--- src/rtl/jtframe_ioctl2prog.sv ---
// jtframe_ioctl2prog: turns the byte-wide ioctl download stream into masked 16-bit SDRAM writes.
// Bytes are bank-mapped when pushed and queued, so the SDRAM may stall without losing SPI bytes.
//  state | meaning
//  IDLE  | waiting for a queued entry; pops it into the prog_* registers
//  WRITE | prog_we held with stable address/data/mask until prog_rdy
//  GAP   | one cycle with prog_we low before the next pop
module jtframe_ioctl2prog #(
    parameter int          SDRAMW    = 23,
    parameter logic [24:0] BA1_START = 25'h10_0000,
    parameter logic [24:0] BA2_START = 25'h18_0000,
    parameter logic [24:0] BA3_START = 25'h1C_0000,
    parameter logic        SWAB      = 1'b0,
    parameter int          FIFOW     = 2,
    parameter int          POST_WAIT = 16
) (
    input  logic              clk,
    input  logic              rst,
    input  logic              downloading,
    input  logic [24:0]       ioctl_addr,
    input  logic [7:0]        ioctl_data,
    input  logic              ioctl_wr,
    output logic [SDRAMW-1:0] prog_addr,
    output logic [15:0]       prog_data,
    output logic [1:0]        prog_mask,
    output logic [1:0]        prog_ba,
    output logic              prog_we,
    output logic              prog_rd,
    input  logic              prog_rdy,
    output logic              dwnld_busy,
    output logic              overflow
);

    localparam int DEPTH = 1 << FIFOW;
    localparam int PW = (POST_WAIT > 0) ? $clog2(POST_WAIT + 1) : 1;
    localparam logic [PW-1:0] POST_LOAD = PW'(POST_WAIT);

    typedef enum logic [1:0] {S_IDLE, S_WRITE, S_GAP} state_t;

    typedef struct packed {
        logic [1:0]        ba;
        logic [SDRAMW-1:0] addr;
        logic [7:0]        data;
        logic [1:0]        mask;
    } entry_t;

    state_t           state_q, state_d;
    entry_t           mem_q [DEPTH];
    entry_t           push_entry, out_q, out_d;
    logic [FIFOW-1:0] wr_ptr_q, wr_ptr_d, rd_ptr_q, rd_ptr_d;
    logic [FIFOW:0]   count_q, count_d;
    logic [PW-1:0]    post_q, post_d;
    logic             dl_q, overflow_q, overflow_d;
    logic [24:0]      off;
    logic             empty, full, push_req, push, pop, drop, dl_rise;
    logic             unused_off;

    always_comb begin
        push_entry = '0;
        off        = ioctl_addr;
        if (ioctl_addr >= BA3_START) begin
            push_entry.ba = 2'd3;
            off           = ioctl_addr - BA3_START;
        end else if (ioctl_addr >= BA2_START) begin
            push_entry.ba = 2'd2;
            off           = ioctl_addr - BA2_START;
        end else if (ioctl_addr >= BA1_START) begin
            push_entry.ba = 2'd1;
            off           = ioctl_addr - BA1_START;
        end
        push_entry.addr = off[SDRAMW:1];
        push_entry.data = ioctl_data;
        push_entry.mask = (off[0] ^ SWAB) ? 2'b01 : 2'b10;
    end

    // Offset bits above the SDRAM word address are deliberately truncated.
    assign unused_off = &{1'b0, off[24:SDRAMW+1]};

    assign empty    = (count_q == '0);
    assign full     = count_q[FIFOW];
    assign push_req = ioctl_wr & downloading;
    assign pop      = (state_q == S_IDLE) && !empty;
    assign push     = push_req && (!full || pop);
    assign drop     = push_req && full && !pop;
    assign dl_rise  = downloading & ~dl_q;

    always_comb begin
        count_d  = count_q;
        wr_ptr_d = push ? wr_ptr_q + 1'b1 : wr_ptr_q;
        rd_ptr_d = pop  ? rd_ptr_q + 1'b1 : rd_ptr_q;
        if (push && !pop) begin
            count_d = count_q + 1'b1;
        end else if (!push && pop) begin
            count_d = count_q - 1'b1;
        end
        out_d = pop ? mem_q[rd_ptr_q] : out_q;
    end

    always_comb begin
        state_d = state_q;
        case (state_q)
            S_IDLE:  if (!empty) state_d = S_WRITE;
            S_WRITE: if (prog_rdy) state_d = S_GAP;
            S_GAP:   state_d = S_IDLE;
            default: state_d = S_IDLE;
        endcase
    end

    // post_cnt restarts at the end of every drain that happens outside the download window.
    always_comb begin
        post_d = post_q;
        if (dl_rise) begin
            post_d = '0;
        end else if (state_q == S_GAP && !downloading && empty) begin
            post_d = POST_LOAD;
        end else if (post_q != '0) begin
            post_d = post_q - 1'b1;
        end
        overflow_d = dl_rise ? 1'b0 : overflow_q;
        if (drop) begin
            overflow_d = 1'b1;
        end
    end

    always_ff @(posedge clk or posedge rst) begin
        if (rst) begin
            state_q    <= S_IDLE;
            out_q      <= '0;
            wr_ptr_q   <= '0;
            rd_ptr_q   <= '0;
            count_q    <= '0;
            post_q     <= '0;
            dl_q       <= 1'b0;
            overflow_q <= 1'b0;
        end else begin
            state_q    <= state_d;
            out_q      <= out_d;
            wr_ptr_q   <= wr_ptr_d;
            rd_ptr_q   <= rd_ptr_d;
            count_q    <= count_d;
            post_q     <= post_d;
            dl_q       <= downloading;
            overflow_q <= overflow_d;
        end
    end

    always_ff @(posedge clk) begin
        if (push) begin
            mem_q[wr_ptr_q] <= push_entry;
        end
    end

    assign prog_addr  = out_q.addr;
    assign prog_data  = {out_q.data, out_q.data};
    assign prog_mask  = out_q.mask;
    assign prog_ba    = out_q.ba;
    assign prog_we    = (state_q == S_WRITE);
    assign prog_rd    = 1'b0;
    assign overflow   = overflow_q;
    assign dwnld_busy = downloading | !empty | (state_q != S_IDLE) | (post_q != '0);

endmodule

--- config.mk ---
export PLATFORM = sky130hd
export DESIGN_NAME = jtframe_ioctl2prog
export DESIGN_NICKNAME = d
export VERILOG_FILES = /design/src/rtl/jtframe_ioctl2prog.sv
export SDC_FILE = /design/constraint.sdc
export NUM_CORES = 1
export LEC_CHECK = 0
export BUFFER_PORTS_ARGS = -buffer_cell sky130_fd_sc_hd__buf_2
export CAP_MARGIN = 15
export CORE_MARGIN = 2
export CORE_UTILIZATION = 52
export CTS_CLUSTER_SIZE = 20
export DETAILED_ROUTE_END_ITERATION = 10
export GPL_ROUTABILITY_DRIVEN = 1
export GPL_TIMING_DRIVEN = 0
export PLACE_DENSITY = 0.75
export SLEW_MARGIN = 20
export SYNTH_ARGS = -nofsm -noshare
export SYNTH_HDL_FRONTEND = slang
export SYNTH_SLANG_ARGS = --single-unit
--- constraint.sdc ---
create_clock -name clk -period 2.3 [get_ports clk]
set_input_delay 0.46 -clock clk [delete_from_list [all_inputs] [get_ports clk]]
set_output_delay 0.46 -clock clk [all_outputs]
set_load 0.005 [all_outputs]
==> results.sh <==
export IMPL_area_growth_pct=19.23
export IMPL_worstPathCellList="buf_2, or4_4, nor4_4, buf_4, a41oi_4, o31a_1, a21oi_1"
export IMPL_num_nets_final=563
export IMPL_maximum_capacitance_violations=0
export IMPL_detailedPlacementHpwl_um=9225
export IMPL_fin_total_pwr_mw=11.18
export IMPL_count_of_cell_types_in_the_netlist=42
export IMPL_final_min_clock_period_ps=2243
export IMPL_min_delay_path_class="in2async"
export IMPL_multiInputGateArea_um2=2016
export IMPL_globalplace_congestion=0.7924
export IMPL_grt_antenna_before_repair=0
export IMPL_grt_first_pass_wirelength_um=22020
export IMPL_final_period_utilization=0.9752
export IMPL_synth_edff_count=140
export IMPL_timing_critical_path_required_ps=2500
export IMPL_path_clk_slew_ps=70
export IMPL_core_region_um2=14420
export IMPL_timing_final_setup_violations=0
export IMPL_yosysWarnings=0
export IMPL_via_count_of_the_first_global_routing_pass=4057
export IMPL_globalRouteOverflowTotal=0
export IMPL_rsz0062_at_grt="yes"
export IMPL_finalWirelength_um=13920
export IMPL_clock_insertion_delay_worst_skew_ps=420
export IMPL_slew_violations=0
export IMPL_p_clk_frac=0.267
export IMPL_register_area_um2=5482
export IMPL_synth_cell_area_um2=7619
export IMPL_ctsRootBufferMaster="clkbuf_16"
export IMPL_crit_path_end_kind="register"
export IMPL_floorplan_die_area_um2=15640
export IMPL_postSynthCellCount=401
export IMPL_tritoncts="built"
export IMPL_synth_top_flop_cell="edfxtp_1"
export IMPL_detailedRoute_firstIterationViolations=274
export IMPL_synth_area_per_cell_um2=19.00
export IMPL_final_ant_viol_nets=0
export IMPL_drcViolationCount=0
export IMPL_total_switching_power_mw=3.120
export IMPL_start_kind="input port"
export IMPL_transition_time_of_the_tightest_slew_check_pin_ps=701.3
export IMPL_floorplan_die_height_um=125.0
export IMPL_internal_power_mw=8.060
export IMPL_antenna_diode_count=0
export IMPL_post_route_cells_drive_above_1_share=0.4457
export IMPL_syn_nets=452
export IMPL_routed_via_count=3870
export IMPL_initial_core_util=0.5282
export IMPL_cp_slowest_stage_delay_ps=580
export IMPL_status="complete, no violations"
export IMPL_io_buffer_count=83
export IMPL_sw_frac_of_total=0.2791
export IMPL_num_fill_cells=1020
export IMPL_rows=44
export IMPL_gr_usage_all_layers=0.1876
export IMPL_synth_seq_cells=191
export IMPL_timing_critical_path_arrival_ps=2440
export IMPL_chipWidth_um=125.0
export IMPL_via_per_inst=5.458
export IMPL_avgRoutedWirePerCell_um=19.63
export IMPL_numCtsBuffers=17
export IMPL_timing_worst_setup_path_type="in2reg"
export IMPL_vdd_ir_drop_worst_mv=0.6170
export IMPL_htree_num_levels=4
export IMPL_post_dp_cell_area_um2=8377
export IMPL_largest_net_degree_at_the_start_of_global_routing=52
export IMPL_combinational_share_of_power=0.307
export IMPL_share_seq_of_total_power=0.426
export IMPL_maxClockFrequency_mhz=445.9
export IMPL_timing_max_slew_rel_slack=0.5325
export IMPL_first_pass_iters=4
export IMPL_layout_cell_area_non_filler_um2=9084
export IMPL_powerDensity_nw_per_um2=1231
export IMPL_power_leakage_nw=3.374
export IMPL_ys_seq_area_frac=0.7193
export IMPL_finClkSkew_ps=12.20
export IMPL_num_io_pins=85
export IMPL_synth_async_reset_ratio=0.2670
export IMPL_cts_sink_count=191
export IMPL_standard_cell_with_the_maximum_stage_delay_on_the_critical_path="or4_4"
export IMPL_cp_max_fo=10
export IMPL_cts_root_to_sink_buffers=2
export IMPL_timing_hold_violations_final=0
## worst max-delay path, delay by kind of cell
kind / cells / cell delay [ps]
buffers and inverters: 2 / 320
AND/OR/NAND/NOR: 2 / 800
AO/OA/AOI/OAI: 3 / 850
## sequential cells by signal (all words and copies together), names as in the netlist
name and count:
prog_ba 2, prog_mask 2, wr_ptr_q 2, overflow 1, state_q 2, prog_data 8, count_q 3, post_q 5
rd_ptr_q 2, mem_q 140, prog_addr 23, dl_q 1
## placed cells by master, fill, tap and decap left out, types with 3 or more instances in the layout
cell type and n:
buf_16 3, clkbuf_16 17, nand3_1 5, buf_2 87, o21ai_0 4, dfrtp_1 50
ha_1 10, buf_4 15, inv_6 4, mux4_2 35, clkinv_2 3, mux2i_1 3
xnor2_1 9, nor4_1 3, nand2b_1 5, mux2_2 36, nand2_1 16, clkbuf_1 5
nor2_1 9, bufinv_16 3, edfxtp_1 140, inv_1 11, and2_2 4
## power groups by stage
stage	combinational (mW)	sequential [mW]	clock, mW
finish	3.43	4.76	2.98
global route	3.77	4.86	3.17
CTS	3.47	4.77	3.04
detailed placement	3.37	4.83	0
global placement	3.17	4.80	0
floorplan	2.25	4.79	0
## cell usage after synthesis, types with 2 or more instances
master,n,share of area
or4_1,3,0.0030
o21ai_0,4,0.0026
edfxtp_1,140,0.55
nor4_1,3,0.0025
nand2b_1,5,0.0041
o31a_1,2,0.0023
xnor2_1,9,0.010
mux4_2,35,0.10
buf_2,3,0.0020
buf_4,9,0.0089
clkbuf_1,8,0.0039
mux2_2,36,0.053
nand3_1,5,0.0033
nand3b_1,2,0.0020
dfrtp_1,51,0.17
mux2i_1,3,0.0039
nand2_1,16,0.0079
nor2_1,11,0.0054
a21oi_1,3,0.0020
xor2_1,2,0.0023
buf_1,2,0.00099
inv_1,14,0.0069
ha_1,12,0.020
and2_1,5,0.0041
## kinds of logic (layout without fill, tap and decap cells)
logic type | count (synthesis) | after routing | synth area share
flops | 191 | 191 | 0.7193
compound gates | 17 | 17 | 0.01954
fa+ha+maj | 13 | 13 | 0.02233
buf+inv | 36 | 160 | 0.02266
mux | 74 | 74 | 0.1606
other cells | 1 | 1 | 0.0004922
simple gates | 58 | 58 | 0.04237
xor+xnor | 11 | 11 | 0.01265
## routing by layer
metal,track usage,share of wire,vias to the layer above
met5,0,0,-
met4,0.04706,0.0096,0
met3,0.05777,0.050,6
met2,0.3136,0.52,103
met1,0.2436,0.42,1991
li1,-,-,1770
## what timing repair did
item	CTS	global route
hold buffers	0	0
pin swaps	3	2
resized for setup	11	8
setup endpoints to repair	21	83
setup buffers	3	3
## final timing paths
check,cells past startpoint,slack [ps],to,start
worst max register to register,9,70,count_q[2],count_q[1]
worst min-delay path,2,150,prog_data[6],rst
worst max-delay path,7,60,mem_q[0][32],ioctl_addr[8]
worst min register to register,1,500,prog_addr[0],prog_addr[0]
min in group clk,1,210,dl_q,downloading
max in group asynchronous,2,1640,count_q[1],rst
## final cells by class
class / count / area share
flip-flops and latches: 191 / 0.6034
multi-input cells: 174 / 0.2219
repair buffers: 93 / 0.06198
clock buffers: 17 / 0.04683
well taps: 184 / 0.02534
clock inverters: 15 / 0.02025
plain buffers: 21 / 0.01419
inverters: 14 / 0.006061
## metrics by stage
stage / utilization / hold slack, ps / TNS (ps) / std cells / worst slack [ps]
2_1_floorplan: - / 471.7 / 0 / 401 / 32.91
3_3_place_gp: 0.5731 / 460.0 / -117460 / 668 / -684.1
3_5_place_dp: 0.5808 / 469.0 / -10460 / 672 / -471.9
4_1_cts: 0.6264 / 181.0 / 0 / 706 / 21.32
5_1_grt: 0.6298 / 175.0 / -1053 / 709 / -88.78
6_report: 0.6298 / 154.6 / 0 / 709 / 57.13
Power figures use the tool's default switching activity.
